### config.mk
export PLATFORM = sky130hd
export DESIGN_NAME = pu_riscv_dext_q_flat
export DESIGN_NICKNAME = d
export VERILOG_FILES = /design/src/rtl/pu_riscv_dext_q_if.sv /design/src/rtl/pu_riscv_dext_q.sv /design/src/flat_wrapper.sv
export SDC_FILE = /design/constraint.sdc
export NUM_CORES = 1
export LEC_CHECK = 0
export BUFFER_PORTS_ARGS = -buffer_cell sky130_fd_sc_hd__buf_4
export CORE_AREA = 2 2 211 213
export CTS_BUF_LIST = sky130_fd_sc_hd__clkbuf_2 sky130_fd_sc_hd__clkbuf_4 sky130_fd_sc_hd__clkbuf_8
export DETAILED_ROUTE_END_ITERATION = 10
export DIE_AREA = 0 0 213 215
export PLACE_DENSITY = 0.64
export RECOVER_POWER = 100
export SLEW_MARGIN = 20
export SYNTH_ARGS = -nofsm -noshare
export SYNTH_HDL_FRONTEND = slang
export SYNTH_SLANG_ARGS = --single-unit
### constraint.sdc
create_clock -name clk_i -period 2.8 [get_ports clk_i]
set_input_delay 0.14 -clock clk_i [delete_from_list [all_inputs] [get_ports clk_i]]
set_output_delay 0.14 -clock clk_i [all_outputs]
set_load 0.05 [all_outputs]
### src/rtl/pu_riscv_dext_q_if.sv
// ---------------------------------------------------------------------------
// pu_riscv_dext_q_if
//   Bus bundle between the data-side memory pipeline (mem_*) and the BIU
//   (biu_*) for the queued data external access unit.
//   slave  : view of the queue unit. It takes CPU requests, drives CPU
//            responses, drives BIU requests and takes BIU responses.
//   master : view of the environment, which is the CPU plus the BIU.
//   mem_adro carries the BIU's address out back to the CPU.
//   biu_adri carries the FIFO head address to the BIU.
// ---------------------------------------------------------------------------
interface pu_riscv_dext_q_if #(
  parameter int XLEN = 64,
  parameter int PLEN = 64
);
  // CPU side
  logic            mem_req;
  logic            mem_rdy;
  logic [XLEN-1:0] mem_adr;
  logic [2:0]      mem_size;
  logic [2:0]      mem_type;
  logic [2:0]      mem_prot;
  logic            mem_lock;
  logic            mem_we;
  logic [XLEN-1:0] mem_d;
  logic            mem_adr_ack;
  logic [PLEN-1:0] mem_adro;
  logic [XLEN-1:0] mem_q;
  logic            mem_ack;
  logic            mem_err;

  // BIU side
  logic            biu_stb;
  logic            biu_stb_ack;
  logic [PLEN-1:0] biu_adri;
  logic [PLEN-1:0] biu_adro;
  logic [2:0]      biu_size;
  logic [2:0]      biu_type;
  logic [2:0]      biu_prot;
  logic            biu_lock;
  logic            biu_we;
  logic [XLEN-1:0] biu_d;
  logic [XLEN-1:0] biu_q;
  logic            biu_ack;
  logic            biu_err;

  modport slave (
    input  mem_req, mem_adr, mem_size, mem_type, mem_prot, mem_lock, mem_we, mem_d,
    output mem_rdy, mem_adr_ack, mem_adro, mem_q, mem_ack, mem_err,
    output biu_stb, biu_adri, biu_size, biu_type, biu_prot, biu_lock, biu_we, biu_d,
    input  biu_stb_ack, biu_adro, biu_q, biu_ack, biu_err
  );

  modport master (
    output mem_req, mem_adr, mem_size, mem_type, mem_prot, mem_lock, mem_we, mem_d,
    input  mem_rdy, mem_adr_ack, mem_adro, mem_q, mem_ack, mem_err,
    input  biu_stb, biu_adri, biu_size, biu_type, biu_prot, biu_lock, biu_we, biu_d,
    output biu_stb_ack, biu_adro, biu_q, biu_ack, biu_err
  );
endinterface

### src/rtl/pu_riscv_dext_q.sv
// ---------------------------------------------------------------------------
// pu_riscv_dext_q
//   Queued data external access unit. It buffers up to QDEPTH CPU requests
//   in a FIFO and keeps up to DEPTH transactions outstanding on the BIU.
//   Locked accesses are serialised so that each one runs alone on the bus.
//   After clr_i, responses still in flight are discarded. Responses return
//   in order and pass through to the CPU combinationally.
// Ports:
//   clk_i, rst_ni : clock, asynchronous active-low reset
//   clr_i         : flush the queue and discard in-flight responses
//   bus           : mem_* CPU handshake and biu_* BIU handshake (slave view)
//   inflight_o    : number of outstanding BIU transactions
// ---------------------------------------------------------------------------
module pu_riscv_dext_q #(
  parameter int XLEN   = 64,
  parameter int PLEN   = 64,
  parameter int DEPTH  = 4,
  parameter int QDEPTH = 2
) (
  input  logic                         clk_i,
  input  logic                         rst_ni,
  input  logic                         clr_i,
  pu_riscv_dext_q_if.slave             bus,
  output logic [$clog2(DEPTH+1)-1:0]   inflight_o
);

  localparam int CW  = $clog2(DEPTH + 1);
  localparam int QCW = $clog2(QDEPTH + 1);
  localparam int PW  = (QDEPTH > 1) ? $clog2(QDEPTH) : 1;

  typedef struct packed {
    logic [XLEN-1:0] adr;
    logic [2:0]      size;
    logic [2:0]      typ;
    logic [2:0]      prot;
    logic            lock;
    logic            we;
    logic [XLEN-1:0] d;
  } req_t;

  req_t            fifo_q [QDEPTH];
  req_t            fifo_d [QDEPTH];
  logic [PW-1:0]   wr_ptr_q, wr_ptr_d, rd_ptr_q, rd_ptr_d;
  logic [QCW-1:0]  count_q, count_d;
  logic [CW-1:0]   inflight_q, inflight_d;
  logic [CW-1:0]   discard_q, discard_d;
  logic            locked_pending_q, locked_pending_d;

  req_t head, push_req;
  logic full, empty, mem_rdy, accept, lock_block, issue, pop, rsp, rsp_valid;

  // Wraps modulo QDEPTH. This is also correct for QDEPTH=1, where a plain
  // PW-bit increment would not wrap to zero.
  function automatic logic [PW-1:0] ptr_inc(input logic [PW-1:0] p);
    return (p == PW'(QDEPTH - 1)) ? '0 : p + PW'(1);
  endfunction

  assign head  = fifo_q[rd_ptr_q];
  assign full  = (count_q == QCW'(QDEPTH));
  assign empty = (count_q == '0);

  // A full FIFO refuses a push even when it pops in the same cycle.
  assign mem_rdy = ~full & ~clr_i;
  assign accept  = bus.mem_req & mem_rdy;

  assign push_req = '{adr: bus.mem_adr, size: bus.mem_size, typ: bus.mem_type,
                      prot: bus.mem_prot, lock: bus.mem_lock, we: bus.mem_we,
                      d: bus.mem_d};

  // A locked head waits for the bus to drain. Once a locked access is
  // issued, nothing follows it until its response comes back.
  assign lock_block = (head.lock & (inflight_q != '0)) | locked_pending_q;
  assign issue      = ~empty & ~clr_i & (inflight_q < CW'(DEPTH)) & ~lock_block;
  assign pop        = issue & bus.biu_stb_ack;

  // A response with nothing outstanding is unsolicited. It is dropped.
  assign rsp       = bus.biu_ack | bus.biu_err;
  assign rsp_valid = rsp & (inflight_q != '0);

  // Request FIFO
  always_comb begin
    // NOTE: every signal gets a default first, so no path through this
    // block leaves a value unassigned and no latch is inferred.
    fifo_d   = fifo_q;
    wr_ptr_d = wr_ptr_q;
    rd_ptr_d = rd_ptr_q;
    count_d  = count_q;
    if (clr_i) begin
      // accept and pop are both blocked during clr_i, so the FIFO can
      // simply be marked empty.
      count_d  = '0;
      rd_ptr_d = wr_ptr_q;
    end else begin
      if (accept) begin
        fifo_d[wr_ptr_q] = push_req;
        wr_ptr_d         = ptr_inc(wr_ptr_q);
      end
      if (pop) rd_ptr_d = ptr_inc(rd_ptr_q);
      case ({accept, pop})
        2'b10:   count_d = count_q + QCW'(1);
        2'b01:   count_d = count_q - QCW'(1);
        default: count_d = count_q;
      endcase
    end
  end

  // Outstanding, discard and lock tracking
  always_comb begin
    inflight_d       = inflight_q;
    discard_d        = discard_q;
    locked_pending_d = locked_pending_q;

    case ({pop, rsp_valid})
      2'b10:   inflight_d = inflight_q + CW'(1);
      2'b01:   inflight_d = inflight_q - CW'(1);
      default: inflight_d = inflight_q;
    endcase

    // On clr_i, every response still owed after this cycle is stale.
    if (clr_i)                   discard_d = inflight_q - (rsp_valid ? CW'(1) : CW'(0));
    else if (rsp && discard_q != '0) discard_d = discard_q - CW'(1);

    // A locked access can only pop with nothing in flight, so its set never
    // coincides with a counted response.
    if (pop && head.lock) locked_pending_d = 1'b1;
    else if (rsp_valid)   locked_pending_d = 1'b0;
  end

  always_ff @(posedge clk_i or negedge rst_ni) begin
    if (!rst_ni) begin
      // NOTE: the FIFO storage is reset as well. It is only QDEPTH entries,
      // and resetting it keeps the head-driven biu_* outputs at a defined
      // zero during and after reset.
      for (int i = 0; i < QDEPTH; i++) fifo_q[i] <= '0;
      wr_ptr_q         <= '0;
      rd_ptr_q         <= '0;
      count_q          <= '0;
      inflight_q       <= '0;
      discard_q        <= '0;
      locked_pending_q <= 1'b0;
    end else begin
      // NOTE: sequential state uses non-blocking assignments only, so every
      // flop samples values from before the edge.
      fifo_q           <= fifo_d;
      wr_ptr_q         <= wr_ptr_d;
      rd_ptr_q         <= rd_ptr_d;
      count_q          <= count_d;
      inflight_q       <= inflight_d;
      discard_q        <= discard_d;
      locked_pending_q <= locked_pending_d;
    end
  end

  // CPU side
  assign bus.mem_rdy     = mem_rdy;
  assign bus.mem_adr_ack = accept;
  assign bus.mem_adro    = bus.biu_adro;
  assign bus.mem_q       = bus.biu_q;
  assign bus.mem_ack     = bus.biu_ack & (discard_q == '0) & (inflight_q != '0) & ~clr_i;
  assign bus.mem_err     = bus.biu_err & (discard_q == '0) & (inflight_q != '0) & ~clr_i;

  // BIU side: the fields always show the FIFO head
  assign bus.biu_stb  = issue;
  assign bus.biu_adri = PLEN'(head.adr);
  assign bus.biu_size = head.size;
  assign bus.biu_type = head.typ;
  assign bus.biu_prot = head.prot;
  assign bus.biu_lock = head.lock;
  assign bus.biu_we   = head.we;
  assign bus.biu_d    = head.d;

  assign inflight_o = inflight_q;

endmodule

### src/flat_wrapper.sv
// flat-port wrapper written by rule: the top's interface ports become plain ports
module pu_riscv_dext_q_flat 
#(
  parameter int XLEN   = 64,
  parameter int PLEN   = 64,
  parameter int DEPTH  = 4,
  parameter int QDEPTH = 2
)
  (clk_i, rst_ni, clr_i, inflight_o, bus_mem_req, bus_mem_adr, bus_mem_size, bus_mem_type, bus_mem_prot, bus_mem_lock, bus_mem_we, bus_mem_d, bus_mem_rdy, bus_mem_adr_ack, bus_mem_adro, bus_mem_q, bus_mem_ack, bus_mem_err, bus_biu_stb, bus_biu_adri, bus_biu_size, bus_biu_type, bus_biu_prot, bus_biu_lock, bus_biu_we, bus_biu_d, bus_biu_stb_ack, bus_biu_adro, bus_biu_q, bus_biu_ack, bus_biu_err);
  pu_riscv_dext_q_if #(.XLEN(XLEN), .PLEN(PLEN)) bus_i ();
  input  logic clk_i;
  input  logic rst_ni;
  input  logic clr_i;
  output logic [$clog2(DEPTH+1)-1:0] inflight_o;
  input wire logic [$bits(bus_i.mem_req)-1:0] bus_mem_req;
  input wire logic [$bits(bus_i.mem_adr)-1:0] bus_mem_adr;
  input wire logic [$bits(bus_i.mem_size)-1:0] bus_mem_size;
  input wire logic [$bits(bus_i.mem_type)-1:0] bus_mem_type;
  input wire logic [$bits(bus_i.mem_prot)-1:0] bus_mem_prot;
  input wire logic [$bits(bus_i.mem_lock)-1:0] bus_mem_lock;
  input wire logic [$bits(bus_i.mem_we)-1:0] bus_mem_we;
  input wire logic [$bits(bus_i.mem_d)-1:0] bus_mem_d;
  output wire logic [$bits(bus_i.mem_rdy)-1:0] bus_mem_rdy;
  output wire logic [$bits(bus_i.mem_adr_ack)-1:0] bus_mem_adr_ack;
  output wire logic [$bits(bus_i.mem_adro)-1:0] bus_mem_adro;
  output wire logic [$bits(bus_i.mem_q)-1:0] bus_mem_q;
  output wire logic [$bits(bus_i.mem_ack)-1:0] bus_mem_ack;
  output wire logic [$bits(bus_i.mem_err)-1:0] bus_mem_err;
  output wire logic [$bits(bus_i.biu_stb)-1:0] bus_biu_stb;
  output wire logic [$bits(bus_i.biu_adri)-1:0] bus_biu_adri;
  output wire logic [$bits(bus_i.biu_size)-1:0] bus_biu_size;
  output wire logic [$bits(bus_i.biu_type)-1:0] bus_biu_type;
  output wire logic [$bits(bus_i.biu_prot)-1:0] bus_biu_prot;
  output wire logic [$bits(bus_i.biu_lock)-1:0] bus_biu_lock;
  output wire logic [$bits(bus_i.biu_we)-1:0] bus_biu_we;
  output wire logic [$bits(bus_i.biu_d)-1:0] bus_biu_d;
  input wire logic [$bits(bus_i.biu_stb_ack)-1:0] bus_biu_stb_ack;
  input wire logic [$bits(bus_i.biu_adro)-1:0] bus_biu_adro;
  input wire logic [$bits(bus_i.biu_q)-1:0] bus_biu_q;
  input wire logic [$bits(bus_i.biu_ack)-1:0] bus_biu_ack;
  input wire logic [$bits(bus_i.biu_err)-1:0] bus_biu_err;
  assign bus_i.mem_req = bus_mem_req;
  assign bus_i.mem_adr = bus_mem_adr;
  assign bus_i.mem_size = bus_mem_size;
  assign bus_i.mem_type = bus_mem_type;
  assign bus_i.mem_prot = bus_mem_prot;
  assign bus_i.mem_lock = bus_mem_lock;
  assign bus_i.mem_we = bus_mem_we;
  assign bus_i.mem_d = bus_mem_d;
  assign bus_mem_rdy = bus_i.mem_rdy;
  assign bus_mem_adr_ack = bus_i.mem_adr_ack;
  assign bus_mem_adro = bus_i.mem_adro;
  assign bus_mem_q = bus_i.mem_q;
  assign bus_mem_ack = bus_i.mem_ack;
  assign bus_mem_err = bus_i.mem_err;
  assign bus_biu_stb = bus_i.biu_stb;
  assign bus_biu_adri = bus_i.biu_adri;
  assign bus_biu_size = bus_i.biu_size;
  assign bus_biu_type = bus_i.biu_type;
  assign bus_biu_prot = bus_i.biu_prot;
  assign bus_biu_lock = bus_i.biu_lock;
  assign bus_biu_we = bus_i.biu_we;
  assign bus_biu_d = bus_i.biu_d;
  assign bus_i.biu_stb_ack = bus_biu_stb_ack;
  assign bus_i.biu_adro = bus_biu_adro;
  assign bus_i.biu_q = bus_biu_q;
  assign bus_i.biu_ack = bus_biu_ack;
  assign bus_i.biu_err = bus_biu_err;
  pu_riscv_dext_q #(.XLEN(XLEN), .PLEN(PLEN), .DEPTH(DEPTH), .QDEPTH(QDEPTH)) u_core (.clk_i(clk_i), .rst_ni(rst_ni), .clr_i(clr_i), .bus(bus_i), .inflight_o(inflight_o));
endmodule
==> results of run 1 <==
[registers in the layout, summed over array words and instances (netlist names)]
signal                   count
u_core.count_q               2
u_core.discard_q             3
u_core.fifo_q              278
u_core.inflight_o            3
u_core.locked_pending_q      1
u_core.rd_ptr_q              1
u_core.wr_ptr_q              1
[synthesized netlist by cell type]
master	count	area share, %
o21ai_0	3	0.11
buf_2	17	0.60
buf_4	129	6.8
and2b_1	1	0.053
nor2b_4	2	0.19
inv_1	6	0.16
a211oi_4	1	0.14
buf_6	14	1.1
xor2_1	5	0.31
nor3_1	3	0.11
nand2_1	5	0.13
dfrtp_1	289	51
o21ai_1	1	0.035
buf_8	11	1.2
clkbuf_1	3	0.079
and3b_1	1	0.062
buf_1	1	0.026
a211oi_1	2	0.11
or3_4	1	0.079
fa_1	1	0.14
or3_1	1	0.044
nor2b_1	1	0.044
a21oi_1	1	0.035
nand2b_1	1	0.044
xnor2_1	5	0.31
nor2_1	7	0.19
mux2_2	307	24
nand2_2	1	0.044
ha_1	5	0.44
and2b_4	1	0.070
and2_1	2	0.088
mux2i_1	4	0.28
mux2_4	111	12
[critical path, stage by stage, from the launching register on]
cell and delay [ps]:
dfrtp_4 430, buf_12 590, mux2_2 430, clkbuf_2 250
[cells by family after synthesis]
family                   share of synthesized area, %
AO/OA/AOI/OAI                                   0.423
XOR/XNOR                                        0.617
adder cells (fa/ha/maj)                         0.581
buffers and inverters                            9.96
flip-flops                                       50.9
multiplexers                                     36.4
AND/OR/NAND/NOR                                  1.15
[how the worst min path moves through the flow]
stage | startpoint | endpoint | slack [ps]
CTS | bus_biu_err | u_core.discard_q[0]$_DFFE_PN0P_ | 20
floorplan | rst_ni | u_core.count_q[0]$_DFFE_PN0P_ | -160
global placement | rst_ni | u_core.fifo_q[210]$_DFFE_PN0P_ | 110
finish | bus_biu_err | u_core.discard_q[0]$_DFFE_PN0P_ | 90
detailed placement | rst_ni | u_core.fifo_q[214]$_DFFE_PN0P_ | 100
global route | bus_biu_err | u_core.discard_q[0]$_DFFE_PN0P_ | 90
[per-layer routing]
metal  up-vias  global-route usage [%]  share of wire, %
met5         -                   0.431             0.098
met4         2                    6.46               3.6
met3       100                    5.48               9.5
met2       321                    23.9                47
met1      4301                    16.0                40
li1       3858                       -                 -
[metrics by stage]
step           cells  utilization [%]  hold slack [ps]  setup WS, ps  power (mW)
2_1_floorplan    943                -             -156           353        18.2
5_1_grt         1922             40.8             92.9          96.1        25.2
3_3_place_gp    1679             36.9              109           534        21.1
6_report        1922             40.8             85.7           199        23.9
3_5_place_dp    1679             36.9              103           508        21.4
4_1_cts         1921             42.8             19.7           141        25.9
[power groups by stage]
| stage | Combinational, mW | Sequential (mW) | Clock (mW) |
|---|---|---|---|
| after global placement | 13.9 | 7.29 | 0 |
| final | 12.4 | 7.30 | 4.19 |
| after global routing | 13.1 | 7.57 | 4.55 |
| after detailed placement | 14.0 | 7.39 | 0 |
| after CTS | 14.2 | 7.35 | 4.38 |
| after floorplan | 11.1 | 7.13 | 0 |
[cell type report]
cell class	instances	area, sq um	share of cell area, %
multi-input combinational	473	5190	29.1
clock buffer	86	1060	5.95
clock inverter	9	51.3	0.288
timing repair buffer	466	3500	19.7
tap	592	741	4.16
sequential	289	7240	40.6
antenna	1	2.50	0.0141
inverter	6	22.5	0.127
[what timing repair did]
action / CTS / global route
endpoints found under the hold margin: 513 / 0
buffers inserted: 0 / 0
hold buffers: 147 / 0
==> summary.md, run 1 <==
| Metric | Value |
|---|---|
| Status | finished clean |
| Clk_skew | 9.03 ps |
| GRT overflow | 0 |
| Seq cells post-synth | 289 |
| I/O pins | ~550 |
| H-tree level count | 2 |
| CTS sink count | about 290 |
| Root Buffer | clkbuf_8 |
| Period utilisation layout | between 90% and 100% |
| Synthesized instance count | 943 |
| VDD IR max | 1080 uV |
| Most frequent cells in the layout | mux2_2, dfrtp_1, buf_4 |
| Rel. slew slack | 0.0728% |
| R2R setup slack | 300 ps |
| TritonCTS Buffers | 53 |
| Arrival @ worst endpoint | between 2000 and 2500 ps |
| Worst reg2reg endpoint | u_core.fifo_q[235]$_DFFE_PN0P_ |
| Setup crit end kind | output pin |
| Post-route ant nets | 0 |
| Vias in the first global route | between 9000 and 10000 |
| Slew Viols, Final | 0 |
| CP Capture Point | bus_biu_adri[40] |
| Crit path kind | register to output pin |
| Setup TNS | 0 ps |
| Switching Share | roughly 45% |
| Final Wtd Congestion | 0.744 |
| PostCTS Resize Cnt | 0 |
| Initial DRC Count | about 270 |
| WL/cell | 16.9 um |
| Combinational share of power | 51.9% |
| Vias | roughly 8600 |
| Sequential fraction of the synthesis area | between 50% and 60% |
| Final instance area | 17800 sq um |
| Initial Util | 32.5% |
| Clock latency on the worst-skew pair | 610 ps |
| Die area | 45800 sq um |
| Crit-path max FO | 139 |
| FP Rows | 77 |
| Syn_nets | 1223 |
| Commonest non-fill, non-tap cell in the layout | mux2_2 |
| First-pass GRT wire length | 52300 um |
| Clock transition at the registers of the reported paths | 60 ps |
| Worst reg-to-reg path cell count | 5 |
| Critical Path Source | u_core.rd_ptr_q$_DFFE_PN0P_ |
| CTS tree | done |
| Min cycle time layout | 2600 ps |
| Synth Cell Area | 14200 sq um |
| Core Area | around 44000 sq um |
| DRT Pass-1 Iters | 4 |
| Clk buf depth | 3 |
| Via density | 4.47 |
| Drt total wl | 32500 um |
| P_leak | 8.03 nW |
| Share of post-route cells with drive strength above 1 | 53.6% |
| Sequential Power Share | 30.6% |
| Startpoint Class | register |
| Synth warnings | 0 |
| Setup Viol. Count Final | 0 |
| Worst hold stages | 5 |
| Largest net degree at the start of global routing | 140 |
| Post-route DRC | 0 |
| Max Freq | 384 MHz |
| Post-placement cell area | 16100 sq um |
| Post-synth cell types | 33 |
| Max-cap viol count | 0 |
| HP Class | primary input to register |
| Syn Area/Cell | 15.1 sq um |
| WP data required | 2660 ps |
| Initial antenna violation count | 1 |
| RSZ-0062 raised after global routing | false |
| Worst R2R Start | u_core.count_q[1]$_DFFE_PN0P_ |
| Post-DP HPWL | 21100 um |
| I/O Buffers | roughly 290 |
| Die Y | 215 um |
| Die width | 213 um |
| Fin. Hold Viols | 0 |
| # fillers | 4193 |
| Slew @ Worst Pin | approximately 1500 ps |
| NetSw | approximately 11 mW |
| Nets | approximately 1600 |
| Int Power | 13.0 mW |
| Synth-to-layout area growth | 25.3% |
| Power Density | 1340 nW/um^2 |
| GRT Util Overall | 14.3% |
| Clock network fraction of total power | between 15 and 20% |
(Power assumes the default switching activity.)
==> run 2, diff against run 1 <==
Settings changed: PLACE_DENSITY 0.64 to unset, PLACE_DENSITY_LB_ADDON set to 0.3.
==> summary.md, run 2 (synthesized netlist as in run 1, its figures left out) <==
| Metric | Value |
|---|---|
| Core Area | ~44000 sq um |
| GRT overflow | 0 |
| Max Freq | 383 MHz |
| Final instance area | 17700 sq um |
| Status | finished, violations left |
| Nets | roughly 1600 |
| Via density | 4.47 |
| CTS sink count | 289 |
| Pre-CTS setup slack | 506 ps |
| Post-DP HPWL | 21000 um |
| I/O pins | 549 |
| Worst R2R Start | u_core.count_q[1]$_DFFE_PN0P_ |
| PostCTS Resize Cnt | 0 |
| Commonest non-fill, non-tap cell in the layout | mux2_2 |
| Vias | 8516 |
| Initial DRC Count | 297 |
| GRT Util Overall | around 15% |
| Post-route setup slack | 189 ps |
| Max stage delay on crit path | 630 ps |
| Failing checks | capacitance limit, slew limit |
| I/O Buffers | 292 |
| Util after Layout | 40.4% |
| Worst-path cell chain | buf_12, mux2_2, clkbuf_2 |
| Power Density | 1340 nW/um^2 |
| H-tree level count | 2 |
| Final Wtd Congestion | 0.757 |
| Slew @ Worst Pin | 1900 ps |
| WL/cell | roughly 17 um |
| Drt total wl | ~33000 um |
| Largest net degree at the start of global routing | 140 |
| Post-placement cell area | between 15000 and 20000 sq um |
| Arrival @ worst endpoint | 2470 ps |
| Clock transition at the registers of the reported paths | 60 ps |
| CTS tree | done |
| Setup crit end kind | output pin |
| Reg with most FFs | u_core.fifo_q |
| WP data required | 2660 ps |
| Vias in the first global route | 9723 |
| Crit-path max FO | 139 |
| Startpoint Class | register |
| Die Y | 215 um |
| Rel. slew slack | -26.4% |
| Clk buf depth | 3 |
| Root Buffer | clkbuf_8 |
| Slew Viols, Final | between 60 and 70 |
| Most frequent cells in the layout | mux2_2, dfrtp_1, buf_4 |
| Fin. Hold Viols | 0 |
| Worst hold path startpoint | bus_biu_err |
| Post-route DRC | 0 |
| Setup Viol. Count Final | 0 |
| RSZ-0062 raised after global routing | false |
| Die area | 45800 sq um |
| TritonCTS Buffers | 52 |
| First-pass GRT wire length | ~53000 um |
| Period utilisation layout | 93.3% |
| HP Class | primary input to register |
| Setup TNS | 0 ps |
| FP Rows | between 70 and 80 |
| Total power draw | 23.7 mW |
| DRT Pass-1 Iters | 4 |
| Largest register FFs | 278 |
| VDD IR max | 764 uV |
| Crit path kind | register to output pin |
| Initial Util | 32.5% |
| Inserted Diodes | 0 |
| Initial antenna violation count | 0 |
| Max-cap viol count | 1 |
| Min cycle time layout | 2610 ps |
| Critical Path Source | u_core.rd_ptr_q$_DFFE_PN0P_ |
| Post-route ant nets | 0 |
| P_leak | 7.95 nW |
| Share of post-route cells with drive strength above 1 | 53.8% |
| Die width | 213 um |
| Clk_skew | about 25 ps |
| Clock latency on the worst-skew pair | 620 ps |
| Slowest-stage cell, CP | buf_12 |
| Synth-to-layout area growth | 24.3% |
-- run 2: through the flow --
stage / hold slack [ps] / std cells
2_1_floorplan: -156 / 943
3_3_place_gp: 167 / 1669
3_5_place_dp: 171 / 1669
4_1_cts: 11.7 / 1907
5_1_grt: 76.7 / 1907
6_report: 58.9 / 1907
-- run 2: metal layers --
| metal | vias up | share of wire [%] | GRT usage [%] |
|---|---|---|---|
| met5 | - | 0.067 | 0.431 |
| met4 | 2 | 3.7 | 6.08 |
| met3 | 109 | 9.3 | 6.34 |
| met2 | 313 | 46 | 23.5 |
| met1 | 4247 | 41 | 16.7 |
| li1 | 3845 | - | - |
-- run 2: worst max-delay path, delay by kind of cell (launching register included) --
family,cells,cell delay [ps]
buf+inv,2,870
flops,1,430
mux,1,420
-- run 2: cell type report --
class                           count  area, sq um
Inverter                            6         22.5
Clock inverter                      5         28.8
Timing Repair Buffer              454         3430
Sequential cell                   289         7240
Tap cell                          592          741
Clock buffer                       88         1040
Fill cell                        4262        26000
Multi-Input combinational cell    473         5150
-- run 2: path summary, 6_finish.rpt --
path,to,slack (ps),cells past startpoint
min in group asynchronous,u_core.fifo_q[11]$_DFFE_PN0P_,590,2
setup reg to reg,u_core.fifo_q[66]$_DFFE_PN0P_,300,5
setup / recovery,bus_biu_adri[39],190,3
hold / removal,u_core.discard_q[0]$_DFFE_PN0P_,60,5
hold reg to reg,u_core.fifo_q[244]$_DFFE_PN0P_,480,1
max in group asynchronous,u_core.fifo_q[266]$_DFFE_PN0P_,650,3
-- run 2: repair_timing --
| item | CTS | global route |
|---|---|---|
| hold buffers | 145 | 0 |
| endpoints found under the hold margin | 500 | 0 |
| buffers inserted | 0 | 0 |
-- run 2: where the power goes --
part | switching (mW) | internal [mW]
Sequential | 0.989 | 6.30
Clock | 1.79 | 2.32
Combinational | 8.05 | 4.26
